===== src/rtl/rca_tpg_bist_if.sv =====
// rtl/rca_tpg_bist_if.sv - handshake and adder-side bus of the ripple-carry adder BIST pattern generator
//
// Purpose: bundles the controller handshake (start/mode/hold -> busy/valid/done
// plus result flags) with the adder-under-test connections (a/b/c_1 out, sum_in back).
// Ports (as seen by the generator, modport slave):
//   start, mode, hold   in   run request, pattern set select, stall
//   sum_in              in   WIDTH+1 adder result for the driven pattern
//   a, b, c_1           out  operands and carry-in
//   valid, busy, done   out  pattern live, run in progress, run complete
//   fail, fail_cnt      out  mismatch flag and saturating mismatch count
//   first_fail_idx      out  index of the first mismatching pattern
`timescale 1ns/1ps
interface rca_tpg_bist_if #(
  parameter int WIDTH = 5,
  parameter int CNT_W = 8
);
  localparam int IDX_W = 2 * WIDTH + 1;

  logic             start;
  logic             mode;
  logic             hold;
  logic [WIDTH:0]   sum_in;
  logic [WIDTH-1:0] a;
  logic [WIDTH-1:0] b;
  logic             c_1;
  logic             valid;
  logic             busy;
  logic             done;
  logic             fail;
  logic [CNT_W-1:0] fail_cnt;
  logic [IDX_W-1:0] first_fail_idx;

  modport master (
    output start, mode, hold, sum_in,
    input  a, b, c_1, valid, busy, done, fail, fail_cnt, first_fail_idx
  );

  modport slave (
    input  start, mode, hold, sum_in,
    output a, b, c_1, valid, busy, done, fail, fail_cnt, first_fail_idx
  );
endinterface


===== src/rtl/rca_tpg_bist.sv =====
// rtl/rca_tpg_bist.sv - test-pattern generator and response checker for a WIDTH-bit ripple-carry adder
//
// Purpose: walks either the 8-pattern C-test or an exhaustive count over
// {a, b, c_1}, compares the adder's sum each non-stalled cycle and reports
// sticky pass/fail results through a start/done handshake.
// Ports:
//   clk   in  rising-edge clock
//   init  in  asynchronous active-high reset
//   bus   rca_tpg_bist_if.slave (start/mode/hold/sum_in in; a/b/c_1, valid,
//         busy, done, fail, fail_cnt, first_fail_idx out)
`timescale 1ns/1ps
module rca_tpg_bist #(
  parameter int WIDTH = 5,
  parameter int CNT_W = 8,
  localparam int IDX_W = 2 * WIDTH + 1
) (
  input  logic          clk,
  input  logic          init,
  rca_tpg_bist_if.slave bus
);
  typedef enum logic [1:0] {IDLE, RUN, DONE} state_t;

  state_t           state;
  state_t           state_nxt;
  logic [IDX_W-1:0] k;
  logic             mode_q;
  logic [WIDTH-1:0] a_q;
  logic [WIDTH-1:0] b_q;
  logic             c_q;
  logic             fail_q;
  logic [CNT_W-1:0] cnt_q;
  logic [IDX_W-1:0] first_q;

  logic             go;
  logic             step;
  logic             last;
  logic             mismatch;
  logic             pat_mode;
  logic [WIDTH:0]   golden;
  logic [IDX_W-1:0] k_nxt;
  logic [WIDTH-1:0] a_nxt;
  logic [WIDTH-1:0] b_nxt;
  logic             c_nxt;

  assign go       = bus.start && (state != RUN);
  assign step     = (state == RUN) && !bus.hold;
  assign last     = mode_q ? (k == '1) : (k == IDX_W'(7));
  assign golden   = {1'b0, a_q} + {1'b0, b_q} + (WIDTH + 1)'(c_q);
  assign mismatch = step && (bus.sum_in != golden);

  // The pattern register is loaded with the *next* index's pattern, so the
  // operand outputs stay purely registered.
  assign k_nxt    = go ? '0 : k + IDX_W'(1);
  assign pat_mode = go ? bus.mode : mode_q;

  always_comb begin
    a_nxt = '0;
    b_nxt = '0;
    c_nxt = k_nxt[0];
    if (pat_mode) begin
      b_nxt = k_nxt[WIDTH:1];
      a_nxt = k_nxt[2*WIDTH:WIDTH+1];
    end else begin
      for (int i = 0; i < WIDTH; i++) begin
        if (i % 2 == 0) begin
          a_nxt[i] = k_nxt[2];
          b_nxt[i] = k_nxt[1];
        end else begin
          a_nxt[i] = k_nxt[2] | (k_nxt[1] & ~k_nxt[0]);
          b_nxt[i] = (k_nxt[2] & (~k_nxt[1] | k_nxt[0])) | (k_nxt[1] & k_nxt[0]);
        end
      end
    end
  end

  always_ff @(posedge clk or posedge init) begin
    if (init) state <= IDLE;
    else      state <= state_nxt;
  end

  always_comb begin
    state_nxt = state;
    case (state)
      IDLE, DONE: if (bus.start) state_nxt = RUN;
      RUN:        if (step && last) state_nxt = DONE;
      default:    state_nxt = IDLE;
    endcase
  end

  always_ff @(posedge clk or posedge init) begin
    if (init) begin
      k       <= '0;
      mode_q  <= 1'b0;
      a_q     <= '0;
      b_q     <= '0;
      c_q     <= 1'b0;
      fail_q  <= 1'b0;
      cnt_q   <= '0;
      first_q <= '0;
    end else if (go) begin
      k       <= '0;
      mode_q  <= bus.mode;
      a_q     <= a_nxt;
      b_q     <= b_nxt;
      c_q     <= c_nxt;
      fail_q  <= 1'b0;
      cnt_q   <= '0;
      first_q <= '0;
    end else if (step) begin
      if (mismatch) begin
        fail_q <= 1'b1;
        if (cnt_q != '1) cnt_q <= cnt_q + CNT_W'(1);
        if (!fail_q) first_q <= k;
      end
      // Terminal index ends the run; k is left at its final value rather than wrapping.
      if (last) begin
        a_q <= '0;
        b_q <= '0;
        c_q <= 1'b0;
      end else begin
        k   <= k_nxt;
        a_q <= a_nxt;
        b_q <= b_nxt;
        c_q <= c_nxt;
      end
    end
  end

  assign bus.a              = a_q;
  assign bus.b              = b_q;
  assign bus.c_1            = c_q;
  assign bus.valid          = (state == RUN);
  assign bus.busy           = (state == RUN);
  assign bus.done           = (state == DONE);
  assign bus.fail           = fail_q;
  assign bus.fail_cnt       = cnt_q;
  assign bus.first_fail_idx = first_q;
endmodule

===== src/flat_wrapper.sv =====
// flat-port wrapper written by rule: the top's interface ports become plain ports
module rca_tpg_bist_flat 
#(
  parameter int WIDTH = 5,
  parameter int CNT_W = 8,
  localparam int IDX_W = 2 * WIDTH + 1
)
  (clk, init, bus_start, bus_mode, bus_hold, bus_sum_in, bus_a, bus_b, bus_c_1, bus_valid, bus_busy, bus_done, bus_fail, bus_fail_cnt, bus_first_fail_idx);
  rca_tpg_bist_if #(.WIDTH(WIDTH), .CNT_W(CNT_W)) bus_i ();
  input  logic clk;
  input  logic init;
  input wire logic [$bits(bus_i.start)-1:0] bus_start;
  input wire logic [$bits(bus_i.mode)-1:0] bus_mode;
  input wire logic [$bits(bus_i.hold)-1:0] bus_hold;
  input wire logic [$bits(bus_i.sum_in)-1:0] bus_sum_in;
  output wire logic [$bits(bus_i.a)-1:0] bus_a;
  output wire logic [$bits(bus_i.b)-1:0] bus_b;
  output wire logic [$bits(bus_i.c_1)-1:0] bus_c_1;
  output wire logic [$bits(bus_i.valid)-1:0] bus_valid;
  output wire logic [$bits(bus_i.busy)-1:0] bus_busy;
  output wire logic [$bits(bus_i.done)-1:0] bus_done;
  output wire logic [$bits(bus_i.fail)-1:0] bus_fail;
  output wire logic [$bits(bus_i.fail_cnt)-1:0] bus_fail_cnt;
  output wire logic [$bits(bus_i.first_fail_idx)-1:0] bus_first_fail_idx;
  assign bus_i.start = bus_start;
  assign bus_i.mode = bus_mode;
  assign bus_i.hold = bus_hold;
  assign bus_i.sum_in = bus_sum_in;
  assign bus_a = bus_i.a;
  assign bus_b = bus_i.b;
  assign bus_c_1 = bus_i.c_1;
  assign bus_valid = bus_i.valid;
  assign bus_busy = bus_i.busy;
  assign bus_done = bus_i.done;
  assign bus_fail = bus_i.fail;
  assign bus_fail_cnt = bus_i.fail_cnt;
  assign bus_first_fail_idx = bus_i.first_fail_idx;
  rca_tpg_bist #(.WIDTH(WIDTH), .CNT_W(CNT_W)) u_core (.clk(clk), .init(init), .bus(bus_i));
endmodule

===== config.mk =====
export PLATFORM = sky130hd
export DESIGN_NAME = rca_tpg_bist_flat
export DESIGN_NICKNAME = d
export VERILOG_FILES = /design/src/rtl/rca_tpg_bist_if.sv /design/src/rtl/rca_tpg_bist.sv /design/src/flat_wrapper.sv
export SDC_FILE = /design/constraint.sdc
export NUM_CORES = 1
export LEC_CHECK = 0
export CAP_MARGIN = 20
export CORE_MARGIN = 5
export CORE_UTILIZATION = 40
export DETAILED_ROUTE_END_ITERATION = 10
export GPL_TIMING_DRIVEN = 1
export PLACE_DENSITY_LB_ADDON = 0.15
export SYNTH_ARGS = -nofsm -noshare
export SYNTH_HDL_FRONTEND = slang
export SYNTH_SLANG_ARGS = --single-unit

===== constraint.sdc =====
create_clock -name clk -period 7.2 [get_ports clk]
set_input_delay 1.44 -clock clk [delete_from_list [all_inputs] [get_ports clk]]
set_output_delay 1.44 -clock clk [all_outputs]
set_load 0.01 [all_outputs]

# == Word level (Yosys, flattened, before mapping) ==
# Cells that the tools add are included.
# totals
register_bits,45
in_bits,11
output_inout_bits,34
wordCells,78
# op_classes
add_sub_neg,4
n_eq_ne,11
mux,31
bitwise_logic,8
reduce_logical,15
# op_table
op,count
$mux 11,8
$mux 5,8
$mux 8,4
$add 11x1->11 const B,1
$eq 11x11->1 const B,1
$eq 11x3->1 const B,1
$add 8x1->8 const B,1
$mux 1,8
$ne 8x8->1 const B,1
$add 5x5->6,1
$add 6x1->6,1
$ne 2x1->1 const B,3
$ne 6x6->1,1
$reduce_and 2->1,3
$reduce_and 3->1,2
$reduce_bool 2->1,3
$logic_and 1x1->1,4
$mux 2,2
$ne 2x2->1 const B,2
$pmux 2 s2,1
$and 1x1->1,3
$or 1x1->1,3
$eq 2x1->1 const B,1
$eq 2x2->1 const B,1
4 further kinds,5

# == Longest topological paths before layout ==
# depth
depth_word,11
ltp_mapped,9
depth_no_buf,7

# == Worst setup path after synthesis ==
# OpenSTA, ideal clock, no wires.
# synth_timing
path_type,in2reg
startpoint,in bus_sum_in[5]
endpoint,reg u_core.first_q[0] (netlist: u_core.bus.first_fail_idx[0])
setup_time_ps,121
arrival_ps,2678
required_ps,7079
slack_ps,4401
cell_stages,6
path_buffers,1
cell_sequence,or4b_1 -> o31a_1 -> o2111a_1 -> nor3_1 -> buf_6 -> o21ai_1
# synth_between
elab_chain_cells,4
# synth_rtl
element,line_no,source
from (decl),flat_wrapper.sv:15,input wire logic [$bits(bus_i.sum_in)-1:0] bus_sum_in;
$ne 6x6->1,rca_tpg_bist.sv:49,assign mismatch = step && (bus.sum_in != golden);
$logic_and 1x1->1,rca_tpg_bist.sv:49,
$reduce_bool 2->1 (no source line),n/a,
$reduce_and 3->1 (no source line),n/a,
to (signal assigned),rca_tpg_bist.sv:113,if (!fail_q) first_q <= k;
to (decl),rca_tpg_bist.sv:32,logic [IDX_W-1:0] first_q;
# No other way between the ends.
# A chain may end at the register's enable or synchronous reset.

# == Final worst setup path ==
# layout_timing
startpoint,in bus_start
endpoint,reg u_core.a_q[0] (netlist: u_core.bus.a[0])
# layout_between
elab_chain_cells,6
elab_cells_between_ends,8
cone_classes,mux: 6; reduce/logical: 2
# layout_rtl
element,line_no,source
from (decl),flat_wrapper.sv:12,input wire logic [$bits(bus_i.start)-1:0] bus_start;
$logic_and 1x1->1 *,rca_tpg_bist.sv:45,assign go = bus.start && (state != RUN);
$mux 1 *,n/a,
named net u_core.pat_mode,rca_tpg_bist.sv:38,logic pat_mode;
$mux 5 *,rca_tpg_bist.sv:60,if (pat_mode) begin
$mux 5,rca_tpg_bist.sv:116,if (last) begin
$mux 5,rca_tpg_bist.sv:109,end else if (step) begin
$mux 5 *,rca_tpg_bist.sv:100,end else if (go) begin
to (signal assigned),rca_tpg_bist.sv:103,a_q <= a_nxt;
to (signal assigned),rca_tpg_bist.sv:122,a_q <= a_nxt;
to (decl),rca_tpg_bist.sv:27,logic [WIDTH-1:0] a_q;
# The timed path passes the listed nets; every way through them passes the cells marked *. The select of a mux whose other input is x is not followed.

==> flow_summary_export.csv <==
group,metric,value,unit
sta,finalMaxSlewViolations,0,
setup_path,arrival,3510,ps
placement,numPortBuffers,44,
yosys,yosysSeqAreaShare,0.4304,
yosys,synthArstFlopShare,1.000,
power,powerDensity,358.0,mW/mm^2
sta,setup-violations-final,0,
detailed_routing,drc,0,
yosys,synth_fa_ha_area_frac,0.03635,
clocking,cts_tree,"yes",
setup_path,setup.worst_path.end_class,"flop",
clocking,clk_latency,290,ps
clocking,cts_buffer_depth,2,
cells_and_area,utilization,0.5036,
yosys,syn-num-nets,307,
placement,dp_hpwl,4554,um
die,initial_core_util,0.4120,
detailed_routing,routedWlPerCell,15.55,um
setup_path,worstPathRequired,7380,ps
clocking,clock-sinks,45,
cells_and_area,areaGrowthSynthToFinish,22.24,%
global_route,grt_pass1_wl,10780,um
yosys,syn_area_per_cell,9.053,um^2
sta,tns,0,ps
power,totalPowerFinal,1.145,mW
power,intPower,691.4,uW
yosys,synth.distinct_cells,51,
sta,worst_pin_slew,832.1,ps
yosys,ys_ff_latch,45,
yosys,postSynthCellCount,289,
setup_path,reg2reg_to,"u_core.bus.fail_cnt[1]",
sta,max_freq,0.3004,GHz
sta,timing.final.crit_period,3328,ps
detailed_routing,wl,6265,um
min_path,worstHoldPathType,"flop to flop",
yosys,yosys_warnings,0,
setup_path,crit_type,"primary input to flop",
die,die_h,90.88,um
detailed_routing,first_iter_violations,157,
setup_path,cp_max_fo,23,
yosys,netlist.area_leader.share,0.4304,
power,peakVddDrop,172.5,uV
detailed_routing,dr.pass1.iters,4,
clocking,cts_htree_levels,2,
sta,skew,5.237,ps
power,pwr-share-clk,0.175,
detailed_routing,vias,2211,
yosys,synth_edf_count,0,
sta,timing.final.ws_setup,3872,ps
clocking,cts_resized,0,
yosys,synth_mux_area_frac,0.02296,
placement,placed_cell_area,0.003070,mm^2
power,seqPwrFrac,0.343,
power,leakage,1.367,nW
setup_path,critPathLaunchType,"primary input",
detailed_routing,post_drt_via_cell_ratio,5.486,
setup_path,r2r_start,"u_core.bus.c_1",
outcome,status,"completed",
yosys,synthXorXnorAreaFrac,0.06026,
placement,gp_congestion,0.8163,
yosys,synthesis.area,0.002616,mm^2
clocking,cts_setup_buffers,0,
clocking,cts_root_buf,"clkbuf_8",
sta,rsz0062_at_grt,"false",
yosys,synth_compound_area_frac,0.1784,
die,die_area,0.008258,mm^2
cells_and_area,final_cell_mix,"45 x dfrtp_1, 44 x clkdlybuf4s50_1, 43 x nand2_1, 22 x nor2_1, 18 x nand3_1",
die,chipWidth,90.88,um
sta,hold_viol_final,0,
setup_path,worstSetupStartpoint,"bus_start",
power,p_sw,453.6,uW
cells_and_area,layout_commonest_cell,"dfrtp_1",
power,swShare,0.3962,
global_route,first_global_vias,2141,
cells_and_area,drive_gt1_frac,0.05828,
global_route,grtUsageTotal,0.1546,
yosys,synth_top_family_by_area,"simple AND/OR/NAND/NOR gates",
job,cap_violations,0,
sta,relSlewSlack,0.4439,
yosys,synth-simple-area-share,0.2243,
cells_and_area,nFillCells,610,
power,combPwrFrac,0.482,
cells_and_area,postLayoutCellArea,0.003198,mm^2
die,core,0.006350,mm^2
yosys,ys.flop_type,"dfrtp_1",
sta,post-route-period-util,0.4623,
clocking,clk_pin_slew,90,ps
die,std_cell_rows,29,
setup_path,endpoint,"u_core.bus.a[0]",
placement,dp_slack,3139,ps
setup_path,r2r_cells,7,
detailed_routing,ant_nets,0,
setup_path,reg2reg_slack,4450,ps
global_route,grt_max_degree,46,
global_route,grt_overflow,0,
die,ios,45,
yosys,synth.largest_area_cell,"dfrtp_1",
clocking,ctsHoldBuffers,0,
cells_and_area,diodes,0,
clocking,cts_buffers,5,
cells_and_area,final_nets,343,
yosys,synth_area_leaders,"dfrtp_1 43%, nand2_1 6.2%, xnor2_1 4.7%",
global_route,antenna_found_initial,0,
==> worst max-delay path: stages <==
cell and delay, ps:
clkdlybuf4s50_1 510, nand2_1 500, nand2_1 320, and2_1 270, inv_1 90, o21ai_0 240, o21ai_0 130
==> cell usage after synthesis (2+ instances only) <==
master and number:
xor2_1 4, buf_4 2, ha_1 6, o31a_1 2, nand3_1 18, mux2i_1 6
clkbuf_1 9, dfrtp_1 45, nor2_1 22, buf_2 3, a31oi_1 4, buf_6 2
xnor2_1 14, nor3_1 5, nand2_1 43, nor4_1 5, nor2b_1 2, o21ai_0 16
and3_1 6, or3_1 3, o21ai_1 10, inv_1 9, o21a_1 2, a22o_1 6
or4_1 2, a311oi_1 2, and2_1 4, a21oi_1 9, o211ai_1 2, nand2b_1 5
==> power by group through the flow <==
| stage | combinational, mW | sequential [mW] | clock, mW |
|---|---|---|---|
| after floorplan | 0.363 | 0.393 | 0 |
| after global placement | 0.551 | 0.397 | 0 |
| after detailed placement | 0.556 | 0.397 | 0 |
| after CTS | 0.557 | 0.394 | 0.205 |
| after global routing | 0.615 | 0.405 | 0.214 |
| final | 0.551 | 0.393 | 0.201 |
==> per-layer routing <==
| layer | GRT usage | share of wire | vias to the layer above |
|---|---|---|---|
| met1 | 0.2183 | 0.48 | 1056 |
| met5 | 0 | 0 | - |
| met3 | 0.03083 | 0.049 | 4 |
| li1 | - | - | 1095 |
| met2 | 0.2476 | 0.46 | 56 |
| met4 | 0.02934 | 0.0073 | 0 |
==> worst min-delay path by stage <==
stage               slack [ps]                         start  cells past startpoint                            to
CTS                        520  u_core.bus.first_fail_idx[3]                      2  u_core.bus.first_fail_idx[3]
floorplan                  510                   u_core.k[1]                      1                   u_core.k[1]
global route               550  u_core.bus.first_fail_idx[3]                      2  u_core.bus.first_fail_idx[3]
detailed placement         510  u_core.bus.first_fail_idx[4]                      2  u_core.bus.first_fail_idx[4]
global placement           500        u_core.bus.fail_cnt[4]                      1        u_core.bus.fail_cnt[4]
finish                     520        u_core.bus.fail_cnt[2]                      1        u_core.bus.fail_cnt[2]
==> registers in the layout (all words and copies together) (netlist names) <==
signal,flops
u_core.bus.first_fail_idx,11
u_core.k,11
u_core.bus.fail_cnt,8
u_core.bus.a,5
u_core.bus.b,5
u_core.state,2
u_core.bus.c_1,1
u_core.bus.fail,1
u_core.mode_q,1
==> layout make-up <==
| cell class | count | area [um^2] | share of cell area |
|---|---|---|---|
| well taps | 77 | 96.34 | 0.03013 |
| inverters | 9 | 33.78 | 0.01056 |
| repair buffers | 46 | 455.4 | 0.1424 |
| flip-flops and latches | 45 | 1126 | 0.3521 |
| multi-input cells | 218 | 1366 | 0.4272 |
| clock inverters | 2 | 37.54 | 0.01174 |
| clock buffers | 6 | 82.58 | 0.02582 |
==> cell families (layout without fill, tap and decap cells) <==
family / count (synthesis) / count (layout)
buffers and inverters: 26 / 63
adder cells (fa/ha/maj): 7 / 7
XOR/XNOR: 18 / 18
AO/OA/AOI/OAI: 66 / 66
flip-flops: 45 / 45
AND/OR/NAND/NOR: 121 / 121
multiplexers: 6 / 6
==> metrics by stage <==
stage                     hold slack [ps]  cells
final                               518.8    403
after CTS                           524.1    402
after global placement              504.1    394
after global routing                545.3    403
after detailed placement            510.1    394
after floorplan                     505.1    289
(Power assumes the default switching activity.)
